## config.mk

```make
export PLATFORM = sky130hd
export DESIGN_NAME = pwm_config_regfile
export DESIGN_NICKNAME = d
export VERILOG_FILES = /design/src/rtl/pwm_config_regfile.sv
export SDC_FILE = /design/constraint.sdc
export NUM_CORES = 1
export LEC_CHECK = 0
export CORE_MARGIN = 4
export CORE_UTILIZATION = 61
export DETAILED_ROUTE_END_ITERATION = 12
export PLACE_DENSITY = 0.83
export SLEW_MARGIN = 0
export SYNTH_ARGS = -nofsm -noshare
export SYNTH_HDL_FRONTEND = slang
export SYNTH_SLANG_ARGS = --single-unit
```

## constraint.sdc

```tcl
create_clock -name CLK -period 7.5 [get_ports CLK]
set_input_delay 1.875 -clock CLK [delete_from_list [all_inputs] [get_ports CLK]]
set_output_delay 1.875 -clock CLK [all_outputs]
set_load 0.02 [all_outputs]
```

## src/rtl/pwm_config_regfile.sv

```systemverilog
`default_nettype none
// ============================================================================
// pwm_config_regfile: SPI-slave shadow register bank with period-aligned
// double-buffered active copies for the PWM timer channels.
// Revision: 1.0
// ============================================================================
module pwm_config_regfile #(
  parameter int CHANNELS = 4
) (
  input  logic                    CLK,
  input  logic                    _RST,
  input  logic                    SCK,
  input  logic                    MOSI,
  input  logic                    _CS,
  output logic                    MISO,
  input  logic [CHANNELS-1:0]     PeriodEnd,
  output logic [16*CHANNELS-1:0]  Prescaler,
  output logic [16*CHANNELS-1:0]  Count,
  output logic [16*CHANNELS-1:0]  SwitchValue,
  output logic [CHANNELS-1:0]     ChannelEnable
);

  localparam logic [15:0] C_COUNT_RST = 16'hFFFF;

  typedef enum logic [1:0] {
    S_IDLE = 2'd0,
    S_CMD  = 2'd1,
    S_DATA = 2'd2,
    S_DONE = 2'd3
  } state_t;

  logic [1:0]  sck_sync_q, mosi_sync_q, cs_sync_q;
  logic        sck_prev_q, cs_prev_q;
  state_t      state_q, state_d;
  logic [3:0]  bit_cnt_q, bit_cnt_d;
  logic [14:0] shift_in_q, shift_in_d;
  logic [7:0]  cmd_q, cmd_d;
  logic [15:0] shift_out_q, shift_out_d;

  logic [15:0] presc_sh_q [CHANNELS];
  logic [15:0] cnt_sh_q   [CHANNELS];
  logic [15:0] sw_sh_q    [CHANNELS];
  logic [CHANNELS-1:0] en_sh_q;
  logic [15:0] presc_act_q [CHANNELS];
  logic [15:0] cnt_act_q   [CHANNELS];
  logic [15:0] sw_act_q    [CHANNELS];
  logic [CHANNELS-1:0] en_act_q;

  logic        w_sck_rise, w_sck_fall, w_cs_fall, w_mosi, w_wr_en;
  logic [7:0]  w_cmd_next;
  logic [15:0] w_wr_data, w_rd_data;

  assign w_sck_rise = sck_sync_q[1] & ~sck_prev_q;
  assign w_sck_fall = ~sck_sync_q[1] & sck_prev_q;
  assign w_cs_fall  = cs_prev_q & ~cs_sync_q[1];
  assign w_mosi     = mosi_sync_q[1];
  assign w_cmd_next = {shift_in_q[6:0], w_mosi};
  assign w_wr_data  = {shift_in_q, w_mosi};

  // Addresses beyond the last channel match no channel and so read as zero.
  always_comb begin
    w_rd_data = '0;
    for (int i = 0; i < CHANNELS; i++) begin
      if (w_cmd_next[6:2] == 5'(i)) begin
        case (w_cmd_next[1:0])
          2'd0:    w_rd_data = presc_sh_q[i];
          2'd1:    w_rd_data = cnt_sh_q[i];
          2'd2:    w_rd_data = sw_sh_q[i];
          default: w_rd_data = {15'd0, en_sh_q[i]};
        endcase
      end
    end
  end

  always_comb begin
    state_d     = state_q;
    bit_cnt_d   = bit_cnt_q;
    shift_in_d  = shift_in_q;
    cmd_d       = cmd_q;
    shift_out_d = shift_out_q;
    w_wr_en     = 1'b0;
    if (cs_sync_q[1]) begin
      state_d   = S_IDLE;
      bit_cnt_d = '0;
    end else begin
      case (state_q)
        S_IDLE: begin
          if (w_cs_fall) begin
            state_d   = S_CMD;
            bit_cnt_d = '0;
          end
        end
        S_CMD: begin
          if (w_sck_rise) begin
            shift_in_d = {shift_in_q[13:0], w_mosi};
            if (bit_cnt_q == 4'd7) begin
              state_d     = S_DATA;
              bit_cnt_d   = '0;
              cmd_d       = w_cmd_next;
              shift_out_d = w_cmd_next[7] ? 16'h0000 : w_rd_data;
            end else begin
              bit_cnt_d = bit_cnt_q + 4'd1;
            end
          end
        end
        S_DATA: begin
          if (w_sck_rise) begin
            shift_in_d = {shift_in_q[13:0], w_mosi};
            if (bit_cnt_q == 4'd15) begin
              state_d   = S_DONE;
              bit_cnt_d = '0;
              w_wr_en   = cmd_q[7];
            end else begin
              bit_cnt_d = bit_cnt_q + 4'd1;
            end
          end else if (w_sck_fall && bit_cnt_q != 4'd0) begin
            // Hold bit 15 until the host has sampled it on the first data edge.
            shift_out_d = {shift_out_q[14:0], 1'b0};
          end
        end
        default: ;
      endcase
    end
  end

  always_ff @(posedge CLK or negedge _RST) begin
    if (!_RST) begin
      sck_sync_q  <= 2'b00;
      mosi_sync_q <= 2'b00;
      cs_sync_q   <= 2'b11;
      sck_prev_q  <= 1'b0;
      cs_prev_q   <= 1'b1;
      state_q     <= S_IDLE;
      bit_cnt_q   <= '0;
      shift_in_q  <= '0;
      cmd_q       <= '0;
      shift_out_q <= '0;
    end else begin
      sck_sync_q  <= {sck_sync_q[0], SCK};
      mosi_sync_q <= {mosi_sync_q[0], MOSI};
      cs_sync_q   <= {cs_sync_q[0], _CS};
      sck_prev_q  <= sck_sync_q[1];
      cs_prev_q   <= cs_sync_q[1];
      state_q     <= state_d;
      bit_cnt_q   <= bit_cnt_d;
      shift_in_q  <= shift_in_d;
      cmd_q       <= cmd_d;
      shift_out_q <= shift_out_d;
    end
  end

  // Active copies sample the shadow before any same-cycle shadow write lands.
  always_ff @(posedge CLK or negedge _RST) begin
    if (!_RST) begin
      for (int i = 0; i < CHANNELS; i++) begin
        presc_sh_q[i]  <= '0;
        cnt_sh_q[i]    <= C_COUNT_RST;
        sw_sh_q[i]     <= '0;
        presc_act_q[i] <= '0;
        cnt_act_q[i]   <= C_COUNT_RST;
        sw_act_q[i]    <= '0;
      end
      en_sh_q  <= '0;
      en_act_q <= '0;
    end else begin
      for (int i = 0; i < CHANNELS; i++) begin
        if (PeriodEnd[i] || !en_act_q[i]) begin
          presc_act_q[i] <= presc_sh_q[i];
          cnt_act_q[i]   <= cnt_sh_q[i];
          sw_act_q[i]    <= sw_sh_q[i];
          en_act_q[i]    <= en_sh_q[i];
        end
        if (w_wr_en && cmd_q[6:2] == 5'(i)) begin
          case (cmd_q[1:0])
            2'd0:    presc_sh_q[i] <= w_wr_data;
            2'd1:    cnt_sh_q[i]   <= w_wr_data;
            2'd2:    sw_sh_q[i]    <= w_wr_data;
            default: en_sh_q[i]    <= w_wr_data[0];
          endcase
        end
      end
    end
  end

  generate
    for (genvar g = 0; g < CHANNELS; g++) begin : g_pack
      assign Prescaler[16*g +: 16]   = presc_act_q[g];
      assign Count[16*g +: 16]       = cnt_act_q[g];
      assign SwitchValue[16*g +: 16] = sw_act_q[g];
    end
  endgenerate

  assign ChannelEnable = en_act_q;
  assign MISO          = (state_q == S_DATA) ? shift_out_q[15] : 1'b0;

endmodule
`default_nettype wire

```

# Yosys cells after proc, flatten, opt, wreduce, memory -nomap -nowiden
# Cells that the tools add are included.
[op_classes] addsub=1 n_eq_ne=23 muxes=33 bitwise_logic=7 n_reduce_logical=44
[op_table] operator="one-hot mux 16 bit (3 select lines)" n=4
[op_table] operator="two-way mux 16 bit" n=9
[op_table] operator="one-hot mux 16 bit (2 select lines)" n=1
[op_table] operator="AND reduction 2 bit" n=16
[op_table] operator="two-way mux 4 bit" n=6
[op_table] operator="equality test 5 x 2 -> 1 bit (second input constant)" n=4
[op_table] operator="!= test 3 bit (second input constant)" n=5
[op_table] operator="two-way mux 2 bit" n=6
[op_table] operator="one-hot mux 4 bit (3 select lines)" n=1
[op_table] operator="AND reduction 6 bit" n=2
[op_table] operator="equality test 5 x 1 -> 1 bit (second input constant)" n=2
[op_table] operator="logical NOT 5 bit" n=2
[op_table] operator="!= test 2 bit (second input constant)" n=4
[op_table] operator="AND reduction 4 bit" n=2
[op_table] operator="nonzero test 4 bit" n=2
[op_table] operator="equality test 2 x 1 -> 1 bit (second input constant)" n=3
[op_table] operator="equality test 2 bit (second input constant)" n=3
[op_table] operator="logical NOT 2 bit" n=3
[op_table] operator="one-hot mux 2 bit (3 select lines)" n=1
[op_table] operator="logical AND 1 bit" n=5
[op_table] operator="two-way mux 1 bit" n=5
[op_table] operator="adder 4 x 1 -> 4 bit (second input constant)" n=1
[op_table] operator="equality test 4 x 3 -> 1 bit (second input constant)" n=1
[op_table] operator="equality test 4 bit (second input constant)" n=1
[op_table] operator="other kinds (8)" n=19
[word_totals] reg_bits=445 input_bits=9 out_inout_bits=197 word_cells=150

# Depth between registers and ports, before layout
# Gate-level depths: netlist (run 1).
[depth] ltp_word=10 ltp_mapped=8 depth_no_buf=7

# Worst setup path before layout (run 1)
# Ideal clock, no wire load.
[synth_timing] path_kind="register to output" start="register state_q[0]" end="output port MISO" arrival_ns=1.513 t_required_ns=5.625 path_slack_ns=4.112 stages_incl_launch_ff=6 n_path_buf=2 path_cell_list="dfrtp_1 > inv_1 > ha_1 > clkbuf_1 > clkbuf_1 > and2_1"
[synth_via] elab_chain_len=2
[synth_rtl] element="start: declaration" line_no="34" text="state_t state_q, state_d;"
[synth_rtl] element="start signal: assignment" line_no="144" text="state_q <= state_d;"
[synth_rtl] element="equality test 2 bit" line_no="194" text="assign MISO = (state_q == S_DATA) ? shift_out_q[15] : 1'b0;"
[synth_rtl] element="two-way mux 1 bit" line_no="194"
[synth_rtl] element="end: declaration" line_no="15" text="output logic MISO,"
# Every way passes these cells.

# Final worst setup path (run 1)
# Ends and elaborated chain as after synthesis.

==> results of run 1 <==
[report_power, final]
part	switching (mW)	internal, mW
clock	0.916	1.52
combinational	0.408	0.223
sequential	0.106	2.42
total	1.43	4.17
[flip-flops by register name, indices dropped and copies added (netlist names), 4 cells and up]
register / flops
bit_cnt_q: 4
shift_out_q: 16
Count: 64
presc_sh_q: 64
en_sh_q: 4
shift_in_q: 15
cnt_sh_q: 64
sw_sh_q: 64
ChannelEnable: 4
cmd_q: 8
Prescaler: 64
SwitchValue: 64
[cells by family (layout without fill, tap and decap cells)]
| kind of cell | after synthesis | after routing |
|---|---|---|
| multiplexers | 461 | 461 |
| buffers and inverters | 118 | 324 |
| adder cells (fa/ha/maj) | 5 | 5 |
| AND/OR/NAND/NOR | 141 | 141 |
| flip-flops | 445 | 445 |
| AO/OA/AOI/OAI | 134 | 134 |
[worst min-delay path by stage]
stage	startpoint	cells after the start	slack, ps	endpoint
final	cs_sync_q[0]	0	360	cs_sync_q[1]
after global placement	sck_sync_q[0]	0	340	sck_sync_q[1]
after CTS	cs_sync_q[0]	0	360	cs_sync_q[1]
after detailed placement	sck_sync_q[0]	0	350	sck_sync_q[1]
after floorplan	mosi_sync_q[0]	0	330	mosi_sync_q[1]
after global routing	cs_sync_q[0]	0	360	cs_sync_q[1]
[through the flow]
step | util | setup WS (ps) | hold WS [ps] | area, um^2 | std cells
floorplan | - | 4112 | 331.2 | 18880 | 1304
global placement | 0.6931 | 3939 | 339.2 | 21200 | 1822
detailed placement | 0.6931 | 3916 | 346.4 | 21200 | 1822
CTS | 0.7468 | 3348 | 357.9 | 22840 | 1906
global route | 0.7468 | 3275 | 360.2 | 22840 | 1906
finish | 0.7468 | 3359 | 355.9 | 22840 | 1906
[layer usage]
layer	part of all wire	global-route usage	up-vias
li1	-	-	5068
met1	0.41	0.3657	6163
met2	0.50	0.4568	418
met3	0.056	0.04195	114
met4	0.037	0.1041	2
met5	0.00028	0	-
[placed cells by master, fill, tap and decap left out, types with 8 or more instances in the layout]
master	Yosys	layout
a21oi_1	25	25
a221o_1	13	13
a221oi_1	24	24
buf_4	3	11
bufinv_16	0	8
clkbuf_1	66	10
clkbuf_16	0	47
clkbuf_8	0	10
clkdlybuf4s50_1	0	204
clkinv_2	0	8
dfrtp_1	314	312
dfstp_2	131	131
inv_1	21	21
mux2_1	20	20
mux2_2	403	403
mux2_4	10	10
mux2i_1	26	26
nand2_1	50	50
nand2b_1	8	8
nor2_1	18	16
nor4_1	13	13
o21ai_0	19	19
o221ai_1	15	15
o22a_1	13	13
[area by class of cell]
cell class / instances / area [um^2] / area share
Clock buffer: 67 / 1351 / 0.05916
Clock inverter: 17 / 289.0 / 0.01265
Inverter: 22 / 82.58 / 0.003615
Timing Repair Buffer: 218 / 2180 / 0.09542
Sequential cell: 445 / 11300 / 0.4949
Multi-Input combinational cell: 741 / 7141 / 0.3126
Tap cell: 396 / 495.5 / 0.02169
[worst max-delay path, delay by kind of cell, from the launching register on]
family,cells,cell delay (ps)
buffers and inverters,3,980
DFF,1,400
and+or+nand+nor,1,200
adders and majority gates,1,140
==> reports/qor.csv, run 1 <==
metric;value;unit
status;finished clean;
worst setup path end;MISO;
yosys warns;0;
Wirelength per Cell;24.13;um
Mapped Area;18880;um^2
setup tns final;0;ps
initial core utilization;0.6171;
critical path class;reg -> out;
DRT antenna net count;0;
count of final hold-check violations;0;
largest net degree at the start of global routing;162;
#FFs+latches synth;445;
Hold Path Class;reg -> reg;
main combinational cell family by area after synthesis;multiplexers;
CP peak stage delay;610;ps
Post-Synth Adder-Cell Area;0.003314;
Max Cap Viol;0;
most frequent cell after synthesis;mux2_2;
Power Density;245.2;nW/um^2
clock latency at the later pin of the worst-skew pair;540;ps
Layout Skew;10.94;ps
Rel. slew slack;0.2313;
core box area;30590;um^2
post-synth top area share;0.4162;
CTS tree;yes;
area growth from synthesis to layout;21.00;%
reg2reg setup slack;4180;ps
Synth cell types;59;
most common flop cell mapped by yosys;dfrtp_1;
Horiz. Die Dim;183.9;um
Cells after Synth;1304;
ys async rst share;1.000;
number of antenna violations at the first check in global routing;1;
Worst setup EP type;primary output;
R2R depth;6;
Vias/cell;6.173;
Compound-Gate Fraction of Synth Area;0.05269;
CTS Hold Bufs;0;
height of the chip;183.9;um
register area share after synthesis;0.5986;
I/O pin count;206;
FILL cells;1907;
mux share of post-synthesis cell area;0.2764;
CP Launch Point;state_q[0];
Final min period;4141;ps
row cnt;64;
global-route wire length before repair;72.32;mm
Root Driver;clkbuf_16;
GRT Overall Usage;0.2734;
Synth Area in Simple Gates;0.04295;
crit path max fanout;25;
Clock transition at path regs;50;ps
CTS H-tree depth;2;
drt total wl;45.99;mm
XOR/XNOR Fraction of Synth Area;0;
Bufs on Longest Clock Path;3;
DRC;0;
Synth area leader;dfrtp_1;
crit-path cells;inv_1, ha_1, buf_4, and2_1, clkdlybuf4s50_1;
setup violators final;0;
overflow left after global routing;0;
Iteration-0 DRC Markers;762;
post-cts resize count;0;
vias;11770;
Final Total Pwr;5.601;mW
Post CTS Setup Buffer Count;0;
Slew Viols, Final;0;
reg2reg end;shift_out_q[7];
HPWL after DPL;28.99;mm
startpoint class of the critical path;register;
worst vdd ir;0.0001805;V
Final Cycle Share;0.5521;
CP required;5620;ps
IO Port Bufs;205;
Critical Path AT;2270;ps
vias in the first global route;12600;
largest cells by area after synthesis;dfrtp_1, mux2_2, dfstp_2;
actual slew at the worst max-slew pin;1148;ps
Post-synth top cells;mux2_2, dfrtp_1, dfstp_2;
TritonCTS Buffers;45;
Post-synth EDFFs;0;
antenna cells;0;
Synth Area per Inst;14.48;um^2
Pleak;10.40;nW
Final nets;1487;
die area;33830;um^2
unrepaired setup endpoints after global routing;no;
GPL Wtd Cong;0.8142;
drt first pass iters;5;
Fmax;0.2415;GHz
RR Startpoint;shift_in_q[0];
CTS Sinks;445;
share of cells above drive strength 1;0.4397;
CP max stage cell;clkdlybuf4s50_1;
Synthesized Nets;1318;
Note: power is estimated with default switching activity, not from simulation.
==> run 2, diff against run 1 <==
--- a/config.mk
+++ b/config.mk
@@ -6,9 +6,9 @@
 export NUM_CORES = 1
 export LEC_CHECK = 0
 export CORE_MARGIN = 4
-export CORE_UTILIZATION = 61
+export CORE_UTILIZATION = 51
 export DETAILED_ROUTE_END_ITERATION = 12
-export PLACE_DENSITY = 0.83
+export PLACE_DENSITY = 0.74
 export SLEW_MARGIN = 0
 export SYNTH_ARGS = -nofsm -noshare
 export SYNTH_HDL_FRONTEND = slang
==> constraint.sdc (replaced) <==
create_clock -name CLK -period 3.3 [get_ports CLK]
set_input_delay 0.825 -clock CLK [delete_from_list [all_inputs] [get_ports CLK]]
set_output_delay 0.825 -clock CLK [all_outputs]
set_load 0.02 [all_outputs]
==> run 2 against run 1 <==
  * Global-route usage fell by 4.2 points
  * Die area up 19%
  * Clock power rose by 100%
  * Register-to-register slack got worse by 3500 ps
  * First-iteration DRC count shrank 11%
  * Final cell count grew 5.6%
  * Non-clock buffer count increased by 33
  * Sequential share of layout area decreased by 0.57 points
  * Sequential power increased by 120%
  * Count of clock-buffer cells in the layout rose by 4
  * Via count fell by 0.99%
  * Critical path type unchanged
==> reports/qor.csv, run 2 (synthesis results as in run 1) <==
metric;value;unit;change
unrepaired setup endpoints after global routing;no;;
IO Port Bufs;205;;unchanged
core box area;36520;um^2;+19%
CTS Sinks;445;;unchanged
die area;40160;um^2;+19%
Post-Place Worst Slack;669.8;ps;-3246 ps
FILL cells;2752;;+44%
Inst Count DP;1927;;+5.8%
reg2reg end;presc_sh_q[45];;
crit-path cells;inv_1, ha_1, buf_4, and2_1, clkdlybuf4s50_1;;
post-cts resize count;0;;unchanged
Core Util, Final;0.6326;;-0.1142
commonest non-fill, non-tap cell in the layout;mux2_2;;
Layout Skew;23.50;ps;+12.56 ps
DRC;0;;unchanged
Horiz. Die Dim;200.4;um;+9.0%
count of final hold-check violations;0;;unchanged
R2R depth;7;;+1
Net Sw Frac;0.2682;;+0.01269
Power Density;530.0;nW/um^2;+120%
height of the chip;200.4;um;+9.0%
CP peak stage delay;610;ps;about the same
CP Launch Point;state_q[0];;
worst hold slack;320.3;ps;-35.59 ps
largest net degree at the start of global routing;92;;-43%
initial core utilization;0.5169;;-0.1003
Final nets;1521;;+2.3%
row cnt;70;;+9.4%
actual slew at the worst max-slew pin;1087;ps;-61.02 ps
overflow left after global routing;0;;unchanged
RR Startpoint;state_q[0];;
TritonCTS Buffers;46;;+2.2%
Flop pwr share;0.464;;+0.012
Final Cycle Share;0.9420;;
status;finished clean;;
Bufs on Longest Clock Path;3;;unchanged
Post CTS Setup Buffer Count;0;;unchanged
share of cells above drive strength 1;0.4456;;+0.005861
Rel. slew slack;0.2662;;+0.03494
drt first pass iters;5;;unchanged
Hold Path Class;in -> async;;
CTS tree;yes;;
Pleak;10.53;nW;+1.2%
Root Driver;clkbuf_16;;
Final min period;3108;ps;
CP max stage cell;clkdlybuf4s50_1;;
CP required;2470;ps;-3150 ps
HPWL after DPL;31.91;mm;+10%
DRT antenna net count;0;;unchanged
CTS H-tree depth;2;;unchanged
clock power share;0.405;;-0.030
antenna cells;0;;unchanged
final std cells w/o fill;2012;;+5.6%
Slew Viols, Final;0;;unchanged
clock latency at the later pin of the worst-skew pair;550;ps;about the same
Clock transition at path regs;60;ps;about the same
Iteration-0 DRC Markers;681;;-11%
area growth from synthesis to layout;22.39;%;
Comb pwr share;0.131;;+0.018
worst vdd ir;0.0003239;V;+79%
GPL Wtd Cong;0.8073;;-0.85%
Vias/cell;5.790;;-6.2%
I/O pin count;206;;unchanged
CTS Hold Bufs;0;;unchanged
drt total wl;46.77;mm;+1.7%
Fmax;0.3217;GHz;
Final WS setup;191.5;ps;-3167 ps
Worst setup EP type;primary output;;
crit path max fanout;24;;-4.0%
cell internal pwr;8.961;mW;+110%
Wirelength per Cell;23.25;um;-3.7%
setup violators final;0;;unchanged
Max Cap Viol;0;;unchanged
reg2reg setup slack;670;ps;-3510 ps
most frequent cells in the layout;mux2_2, dfrtp_1, clkdlybuf4s50_1, dfstp_2, nand2_1;;
setup tns final;0;ps;unchanged
vias in the first global route;12160;;-3.5%
global-route wire length before repair;73.97;mm;+2.3%
Critical Path AT;2280;ps;about the same
Switching Power;3.284;mW;+130%
GRT Overall Usage;0.2309;;-0.04242
vias;11650;;-0.99%
critical path class;reg -> out;;
startpoint class of the critical path;register;;
number of antenna violations at the first check in global routing;0;;-1
==> run 2: metal layers <==
layer,vias to the layer above,global-route usage,part of all wire
met1,6101,0.3241,0.45
li1,5170,-,-
met3,69,0.03869,0.045
met4,0,0.05973,0.024
met2,309,0.3797,0.48
met5,-,0,0
==> run 2: worst max path at each step <==
stage               cells after the start        endpoint
finish                                  5            MISO
global route                            5            MISO
CTS                                     5            MISO
detailed placement                      7  presc_sh_q[43]
global placement                        5            MISO
floorplan                               7     sw_sh_q[53]
==> run 2: layout make-up <==
type	count	area, um^2	share of cell area
Clock buffer	71	1336	0.05784
Clock inverter	14	108.9	0.004711
Inverter	22	82.58	0.003574
Multi-Input combinational cell	741	7123	0.3083
Sequential cell	445	11300	0.4892
Tap cell	468	585.6	0.02534
Timing Repair Buffer	251	2565	0.1110
==> run 2: worst max-delay path: cells and delay by family (launching register included) <==
kind          cells  cell delay, ps
buf+inv           3             990
flops             1             390
fa+ha+maj         1             170
simple gates      1             200
==> run 2: power groups by stage <==
stage	Sequential (mW)	Clock (mW)	Combinational (mW)
2_1_floorplan	5.62	0	1.05
3_3_place_gp	5.77	0	1.58
3_5_place_dp	5.77	0	1.60
4_1_cts	5.68	5.06	1.60
5_1_grt	5.68	5.29	1.71
6_report	5.68	4.96	1.61
==> run 2: through the flow <==
step                      instance area (um^2)  power [mW]
after floorplan                          18880       6.676
after global placement                   21660       7.345
after detailed placement                 21660       7.367
after CTS                                23100       12.34
after global routing                     23100       12.68
final                                    23100       12.25
==> run 3, diff against run 2 <==
--- a/config.mk
+++ b/config.mk
@@ -5,10 +5,12 @@
 export SDC_FILE = /design/constraint.sdc
 export NUM_CORES = 1
 export LEC_CHECK = 0
+export CAP_MARGIN = 20
 export CORE_MARGIN = 4
 export CORE_UTILIZATION = 51
 export DETAILED_ROUTE_END_ITERATION = 12
 export PLACE_DENSITY = 0.74
+export SETUP_SLACK_MARGIN = 0.2
 export SLEW_MARGIN = 0
 export SYNTH_ARGS = -nofsm -noshare
 export SYNTH_HDL_FRONTEND = slang
==> run 3 against run 2 <==
  * Flip-flop and latch count unchanged
  * Sequential share of layout area about the same
  * Clock power is essentially flat
  * Critical endpoint is now presc_sh_q[45]
==> reports/qor.csv, run 3 (synthesis results as in run 1) <==
metric;value;unit;change
Wirelength per Cell;23.25;um;about the same
GPL Wtd Cong;0.8073;;unchanged
CTS H-tree depth;2;;unchanged
Iteration-0 DRC Markers;615;;-9.7%
actual slew at the worst max-slew pin;1118;ps;+31.16 ps
height of the chip;200.4;um;unchanged
area growth from synthesis to layout;22.42;%;about the same
Layout Skew;21.02;ps;-2.477 ps
critical path class;reg -> reg;;
TritonCTS Buffers;46;;unchanged
CP Launch Point;state_q[0];;
CP peak stage delay;510;ps;-100 ps
Root Driver;clkbuf_16;;
commonest non-fill, non-tap cell in the layout;mux2_2;;
largest net degree at the start of global routing;92;;unchanged
crit path max fanout;16;;-33%
Storage cell area;11300;um^2;unchanged
crit-path cells;inv_1, ha_1, nand4bb_1, nor4_4, nor3b_4, nand3b_4, mux2_4;;
Power Density;529.9;nW/um^2;about the same
setup violators final;0;;unchanged
Critical Path AT;3090;ps;+810 ps
IO Port Bufs;205;;unchanged
antenna cells;0;;unchanged
startpoint class of the critical path;register;;
Post CTS Setup Buffer Count;0;;unchanged
setup tns final;0;ps;unchanged
share of cells above drive strength 1;0.4456;;unchanged
Bufs on Longest Clock Path;3;;unchanged
Max Cap Viol;0;;unchanged
RR Startpoint;state_q[0];;
Fmax;0.3739;GHz;+16%
CP max stage cell;nor3b_4;;
FILL cells;2752;;unchanged
vias;11650;;+0.034%
CP required;3720;ps;+1250 ps
CTS tree;yes;;
CTS Sinks;445;;unchanged
die area;40160;um^2;unchanged
Final nets;1521;;unchanged
Clock transition at path regs;60;ps;about the same
unrepaired setup endpoints after global routing;no;;
vias in the first global route;12180;;+0.15%
Final min period;2675;ps;-433.7 ps
drt first pass iters;7;;+2
initial core utilization;0.5169;;unchanged
row cnt;70;;unchanged
Final Cycle Share;0.8105;;-0.1314
worst vdd ir;0.0003213;V;-0.80%
clock latency at the later pin of the worst-skew pair;550;ps;about the same
drt total wl;46.78;mm;about the same
I/O pin count;206;;unchanged
GRT Overall Usage;0.2311;;about the same
number of antenna violations at the first check in global routing;0;;unchanged
Slew Viols, Final;0;;unchanged
most frequent cells in the layout;mux2_2, dfrtp_1, clkdlybuf4s50_1, dfstp_2, nand2_1;;
CTS Hold Bufs;0;;unchanged
status;finished clean;;
Horiz. Die Dim;200.4;um;unchanged
multi-input gate area in the final layout;7123;um^2;unchanged
Worst setup EP type;register;;
Area after DPL;21660;um^2;unchanged
Design Area, Final;23110;um^2;about the same
DRT antenna net count;0;;unchanged
global-route wire length before repair;74.06;mm;+0.11%
Rel. slew slack;0.2452;;-0.02104
Hold Path Class;in -> async;;
Pleak;10.55;nW;+0.19%
core box area;36520;um^2;unchanged
DRC;0;;unchanged
Core Util, Final;0.6328;;about the same
Vias/cell;5.792;;about the same
overflow left after global routing;0;;unchanged
HPWL after DPL;31.91;mm;unchanged
count of final hold-check violations;0;;unchanged
==> run 3: cell count changes in the layout (fill, tap and decap cells not counted), sizes merged <==
| cell | delta |
|---|---|
| clkdlybuf4s50 | -1 |
| dlymetal6s2s | +1 |
==> run 3: worst paths after layout <==
check	slack, ps	cells after the start	to
max	630	7	presc_sh_q[45]
max in group asynchronous	2120	2	cnt_sh_q[49]
max reg2reg	630	7	presc_sh_q[45]
min in group CLK	350	0	sck_sync_q[1]
min	320	1	Prescaler[42]
min reg2reg	350	0	sck_sync_q[1]
==> run 3: worst max-delay path, delay by kind of cell, from the launching register on <==
family,cells,cell delay (ps)
multiplexers,1,410
adder cells (fa/ha/maj),1,190
AND/OR/NAND/NOR,4,1470
flip-flops,1,390
buffers and inverters,1,90
==> run 3: area by class of cell <==
| type | count | area share |
|---|---|---|
| sequential | 445 | 0.4891 |
| multi-input combinational | 741 | 0.3082 |
| timing repair buffer | 251 | 0.1113 |
| clock buffer | 71 | 0.05782 |
| tap | 468 | 0.02534 |
| clock inverter | 14 | 0.004710 |
| inverter | 22 | 0.003573 |
==> run 3: through the flow <==
step | power [mW] | setup WS (ps) | hold WS (ps) | instances
floorplan | 6.676 | 852.6 | 331.2 | 1304
global placement | 7.345 | 751.3 | 341.4 | 1927
detailed placement | 7.367 | 669.8 | 335.5 | 1927
CTS | 12.34 | 210.2 | 346.3 | 2012
global route | 12.69 | 448.6 | 365.9 | 2012
finish | 12.25 | 625.2 | 320.6 | 2012
==> run 3: repair_timing <==
item                                   CTS  global route
setup endpoints to repair                1             1
gates resized for setup                  1             1
pin swaps                                0             0
endpoints found under the hold margin    0             0
==> run 3: power breakdown <==
group / total [mW] / switching, mW / internal (mW)
Clock: 4.96 / 2.08 / 2.87
Combinational: 1.61 / 1.03 / 0.579
Sequential: 5.68 / 0.170 / 5.51
Total: 12.2 / 3.28 / 8.96
==> run 3: per-layer routing <==
layer / GRT usage / vias up / share of wire
li1: - / 5170 / -
met1: 0.3240 / 6128 / 0.45
met2: 0.3803 / 288 / 0.49
met3: 0.03869 / 67 / 0.043
met4: 0.05973 / 0 / 0.024
met5: 0 / - / 0
